File: src/rtl/up_down_target_ctrl_if.sv
// Command/status bundle between a command source and the up/down target sequencer.
interface up_down_target_ctrl_if #(
    parameter int unsigned WIDTH = 4
) ();
    logic             start;
    logic [WIDTH-1:0] target;
    logic             abort;
    logic [WIDTH-1:0] Q;
    logic             mode;
    logic             busy;
    logic             done;

    modport master (output start, target, abort, input Q, mode, busy, done);
    modport slave  (input start, target, abort, output Q, mode, busy, done);
endinterface

File: src/rtl/up_down_target_ctrl.sv
// Sequencer that steps the count register Q one LSB per STEP_DIV cycles toward a captured
// target, reporting direction, busy and a one-cycle done pulse.
module up_down_target_ctrl #(
    parameter int unsigned WIDTH    = 4,
    parameter int unsigned STEP_DIV = 1
) (
    input logic                  CLK,
    input logic                  Reset,
    up_down_target_ctrl_if.slave bus
);
    typedef enum logic [1:0] {StIdle, StRunUp, StRunDown, StDone} state_e;

    localparam logic [7:0] PreMax = 8'(STEP_DIV - 1);

    state_e           state_q;
    logic [WIDTH-1:0] q_q;
    logic [WIDTH-1:0] tgt_q;
    logic [7:0]       pre_q;
    logic             mode_q;
    logic             busy_q;
    logic             done_q;
    logic [WIDTH-1:0] q_step;

    always_comb begin
        q_step = (state_q == StRunDown) ? q_q - WIDTH'(1) : q_q + WIDTH'(1);
    end

    always_ff @(posedge CLK) begin
        if (Reset) begin
            state_q <= StIdle;
            q_q     <= '0;
            tgt_q   <= '0;
            pre_q   <= '0;
            mode_q  <= 1'b1;
            busy_q  <= 1'b0;
            done_q  <= 1'b0;
        end else begin
            unique case (state_q)
                StIdle: begin
                    if (bus.start) begin
                        tgt_q <= bus.target;
                        pre_q <= '0;
                        if (bus.target > q_q) begin
                            state_q <= StRunUp;
                            mode_q  <= 1'b1;
                            busy_q  <= 1'b1;
                        end else if (bus.target < q_q) begin
                            state_q <= StRunDown;
                            mode_q  <= 1'b0;
                            busy_q  <= 1'b1;
                        end else begin
                            state_q <= StDone;
                            done_q  <= 1'b1;
                        end
                    end
                end
                StRunUp, StRunDown: begin
                    // abort wins over a step falling due in the same cycle
                    if (bus.abort) begin
                        state_q <= StIdle;
                        busy_q  <= 1'b0;
                        pre_q   <= '0;
                    end else if (pre_q == PreMax) begin
                        pre_q <= '0;
                        q_q   <= q_step;
                        if (q_step == tgt_q) begin
                            state_q <= StDone;
                            busy_q  <= 1'b0;
                            done_q  <= 1'b1;
                        end
                    end else begin
                        pre_q <= pre_q + 8'd1;
                    end
                end
                StDone: begin
                    state_q <= StIdle;
                    done_q  <= 1'b0;
                end
                default: state_q <= StIdle;
            endcase
        end
    end

    assign bus.Q    = q_q;
    assign bus.mode = mode_q;
    assign bus.busy = busy_q;
    assign bus.done = done_q;
endmodule

File: src/flat_wrapper.sv
// flat-port wrapper written by rule: the top's interface ports become plain ports
module up_down_target_ctrl_flat 
#(
    parameter int unsigned WIDTH    = 4,
    parameter int unsigned STEP_DIV = 1
)
  (CLK, Reset, bus_start, bus_target, bus_abort, bus_Q, bus_mode, bus_busy, bus_done);
  up_down_target_ctrl_if #(.WIDTH(WIDTH)) bus_i ();
  input logic CLK;
  input logic Reset;
  input wire logic [$bits(bus_i.start)-1:0] bus_start;
  input wire logic [$bits(bus_i.target)-1:0] bus_target;
  input wire logic [$bits(bus_i.abort)-1:0] bus_abort;
  output wire logic [$bits(bus_i.Q)-1:0] bus_Q;
  output wire logic [$bits(bus_i.mode)-1:0] bus_mode;
  output wire logic [$bits(bus_i.busy)-1:0] bus_busy;
  output wire logic [$bits(bus_i.done)-1:0] bus_done;
  assign bus_i.start = bus_start;
  assign bus_i.target = bus_target;
  assign bus_i.abort = bus_abort;
  assign bus_Q = bus_i.Q;
  assign bus_mode = bus_i.mode;
  assign bus_busy = bus_i.busy;
  assign bus_done = bus_i.done;
  up_down_target_ctrl #(.WIDTH(WIDTH), .STEP_DIV(STEP_DIV)) u_core (.CLK(CLK), .Reset(Reset), .bus(bus_i));
endmodule
File: config.mk
export PLATFORM = sky130hd
export DESIGN_NAME = up_down_target_ctrl_flat
export DESIGN_NICKNAME = d
export VERILOG_FILES = /design/src/rtl/up_down_target_ctrl_if.sv /design/src/rtl/up_down_target_ctrl.sv /design/src/flat_wrapper.sv
export SDC_FILE = /design/constraint.sdc
export NUM_CORES = 1
export LEC_CHECK = 0
export ABC_AREA = 1
export CORE_ASPECT_RATIO = 1.4
export CORE_MARGIN = 2
export CORE_UTILIZATION = 50
export CTS_BUF_LIST = sky130_fd_sc_hd__clkbuf_4 sky130_fd_sc_hd__clkbuf_8
export CTS_CLUSTER_DIAMETER = 150
export DETAILED_ROUTE_END_ITERATION = 10
export GPL_TIMING_DRIVEN = 0
export PLACE_DENSITY = 0.73
export SLEW_MARGIN = 20
export SYNTH_ARGS = -nofsm -noshare
export SYNTH_HDL_FRONTEND = slang
export SYNTH_SLANG_ARGS = --single-unit
export TNS_END_PERCENT = 30
File: constraint.sdc
create_clock -name CLK -period 6.3 [get_ports CLK]
set_input_delay 0.945 -clock CLK [delete_from_list [all_inputs] [get_ports CLK]]
set_output_delay 0.945 -clock CLK [all_outputs]
set_load 0.05 [all_outputs]
==> results.cfg, run 1 <==
[timing]
rsz0062_at_grt = no
skew_ps = 11.0
setup_viol = 0
finalHoldViolCount = 0
slew_headroom_pct = 67.1
max_freq_mhz = 388
fin_crit_sh_pct = 40.9
slew_viol_final = 0
final.setup.tns_ps = 0
tightest_slew_ps = 492
period_needed_ps = 2580

[synthesis]
synth.avg_cell_area_sq_um = 7.19
synth_area_leaders = dfxtp_1 (30%), ha_1 (12%), nand2_1 (9.9%)
synth-seq-area-share_pct = 30.0
synth-xor-area-share_pct = 3.13
synth-seq-cells = 21
synth_commonest_cells = nand2_1 (37), inv_1 (30), dfxtp_1 (21), nor2_1 (18)
yosys.area_share.adder_pct = 11.6
syn_area_sq_um = 1400
syn_inst = 195
syn-num-nets = 216
synth-compound-area-share_pct = 14.6
yosys_warnings = 0
ys_types = 33
synthFlopType = dfxtp_1
yosys.area_share.simple_pct = 30.7
synthMuxAreaShare_pct = 0
async_flop_share_pct = 0
synth_top_cell_area_share_pct = 30.0
synth_top_cell_by_area = dfxtp_1
synth_edf_count = 0
synth_top_family_by_area = simple AND/OR/NAND/NOR gates
synth.most_common_cell = nand2_1

[clocking]
clk_pin_slew_ps = 120
clk_latency_ps = 310
ctsResizeCount = 0
cts.sinks = 21
cts_buffers = 3
cts_hold_buffers = 0
htreeDepth = 1
ctsRootBufferMaster = clkbuf_4
postCtsSetupBuffers = 0
cts_tree = done
cts.path.max_buffers = 2

[power]
ir_drop_mv = 0.202
sw_frac_of_total_pct = 50.2
p_total_mw = 0.712
p_per_area_nw_per_um2 = 441
p_leak_nw = 0.741
power_frac_seq_pct = 27.9
intPower_mw = 0.355
p_comb_share_pct = 62.2
share_clk_of_total_power_pct = 9.9
p_switching_mw = 0.358

[worst_setup_path]
end_kind = output port
critPathArrivalTime_ps = 1630
ff2ff_path_depth = 15
crit_path_top_delay_cell = clkdlybuf4s50_1
required_ps = 5350
crit_fanout = 6
path_class = flop to output port
start_kind = flop
crit_family = buffers and inverters
cpPeakStageDelay_ps = 850
path_cells = clkdlybuf4s50_1
crit_buf_inv = 1
path_depth = 1

[cells_and_area]
area_delta_synth_final_pct = 15.4
drive_gt1_share_pct = 13.1
finalInstanceArea_sq_um = 1620
final_nets = 235
diodes = 0

[detailed_routing]
drtIter0Drc = 11
drt.antenna.violating_nets = 0
post-route-drc-count = 0
vias_per_cell = 5.04
wl_um = 2730
drt-pass1-iter-count = 4
wl_per_cell_um = 11.0
vias = 1254

[die]
coreArea_sq_um = 2640
die_w_um = 48.7
io_pins = 15
die_area_sq_um = 3250
die_h_um = 66.6
initial_core_util_pct = 53.0
num_rows = 22

[hold_path]
hold_depth = 2
hold_class = flop to flop

[global_routing]
grtUsageMet3_pct = 3.36
grt_pass1_wl_um = 4800
grtUsageMet1_pct = 17.4
grt_overflow = 0
grt_pass1_vias = 1254
grt_max_degree = 12
grt_antenna_before_repair = 0
grt_use_total_pct = 18.6
busiest_layer = met2
grtUsageMet2_pct = 39.6

[place]
place_area_sq_um = 1590
gp_congestion = 0.815
dp_hpwl_um = 2220
io_buffers = 14

[flow_run]
max-cap-violations = 0

[outcome]
status = finished clean
-- worst register-to-register path, stage by stage (launching register included) --
cell and delay (ps):
dfxtp_1 430, inv_1 110, ha_1 290, inv_1 80
nand2_1 70, and2_1 140, ha_1 300, xor2_1 170
nor2_1 130, nand2_1 80, nor2_2 100, nand3_2 110
nand2_2 110, nand2_1 90, o21ai_2 120, nor2_1 50
-- sequential cells by signal (all words and copies together), names as in the netlist --
signal           flops
u_core.bus.done      1
u_core.tgt_q         4
u_core.bus.mode      1
u_core.pre_q         8
u_core.bus.Q         4
u_core.state_q       2
u_core.bus.busy      1
-- worst paths after layout --
kind | startpoint | endpoint | slack (ps)
setup / recovery | u_core.bus.Q[0]$_SDFFE_PP0P_ | bus_Q[0] | 3720
hold / removal | u_core.bus.busy$_SDFFE_PP0P_ | u_core.bus.busy$_SDFFE_PP0P_ | 480
setup reg to reg | u_core.state_q[0]$_SDFFE_PP0P_ | u_core.state_q[1]$_SDFFE_PP0P_ | 3840
hold reg to reg | u_core.bus.busy$_SDFFE_PP0P_ | u_core.bus.busy$_SDFFE_PP0P_ | 480
-- routing by layer --
layer | wire [um] | vias up
li1 | - | 655
met3 | 68 | 4
met2 | 1560 | 15
met4 | 32 | 0
met5 | 0 | -
met1 | 1070 | 580
-- cell usage in the layout (no fill, tap or decap), drive strengths merged, types with 2 or more instances in the layout --
cell type and n:
a21oi 14, clkbuf 5, clkdlybuf4s50 14, dfxtp 21, ha 13, inv 36
nand2 39, nand3 14, nand4 2, nor2 24, nor3 2, o21a 2
o21ai 13, xnor2 2, xor2 3
-- through the flow --
step | util (%) | hold slack (ps) | std cells | setup WS, ps
CTS | 61.2 | 483 | 249 | 3710
floorplan | - | 457 | 195 | 4150
global route | 61.2 | 505 | 249 | 3610
finish | 61.2 | 478 | 249 | 3720
global placement | 60.0 | 450 | 245 | 3590
detailed placement | 60.0 | 463 | 245 | 3590
-- area by class of cell --
class / instances / area [sq um]
repair buffers: 14 / 140
flip-flops and latches: 21 / 420
multi-input cells: 137 / 842
well taps: 36 / 45.0
plain buffers: 1 / 3.75
clock buffers: 4 / 30.0
inverters: 36 / 135
fillers: 262 / 1030
-- power by group through the flow --
stage / clock, mW / sequential (mW) / combinational (mW)
floorplan: 0 / 0.248 / 0.297
global placement: 0 / 0.199 / 0.433
detailed placement: 0 / 0.202 / 0.442
CTS: 0.0732 / 0.198 / 0.446
global route: 0.0797 / 0.205 / 0.496
finish: 0.0708 / 0.198 / 0.443
-- logic make-up after synthesis --
family          count (synthesis)
simple gates                   85
compound gates                 34
buf+inv                        37
fa+ha+maj                      13
flops                          21
xor+xnor                        5
(Power assumes the default switching activity.)
==> inputs of run 2 (changes only) <==
clock period = 2.7 ns   (was 6.3 ns; I/O delays follow)
==> results of run 2 <==
Same layout as run 1 (identical final DEF). Status: finished clean.
Among the figures that moved: setup slack after placement 3590 ps -> 247 ps; setup slack after layout 3720 ps -> 236 ps; start point of the critical path u_core.bus.Q[0]$_SDFFE_PP0P_ -> u_core.state_q[0]$_SDFFE_PP0P_; end point of the critical path bus_Q[0] -> u_core.state_q[1]$_SDFFE_PP0P_; register-to-register setup slack 3840 ps -> 240 ps; total power 0.712 mW -> 1.66 mW; worst IR drop on VDD 0.202 mV -> 0.472 mV
==> inputs of run 3 (changes only) <==
SLEW_MARGIN = default   (was 20)
==> results of run 3 <==
Same layout as run 1 (identical final DEF). Status: finished clean.
Among the figures that moved: setup slack after placement 3590 ps -> 247 ps; setup slack after layout 3720 ps -> 236 ps; start point of the critical path u_core.bus.Q[0]$_SDFFE_PP0P_ -> u_core.state_q[0]$_SDFFE_PP0P_; end point of the critical path bus_Q[0] -> u_core.state_q[1]$_SDFFE_PP0P_; register-to-register setup slack 3840 ps -> 240 ps; total power 0.712 mW -> 1.66 mW; worst IR drop on VDD 0.202 mV -> 0.472 mV
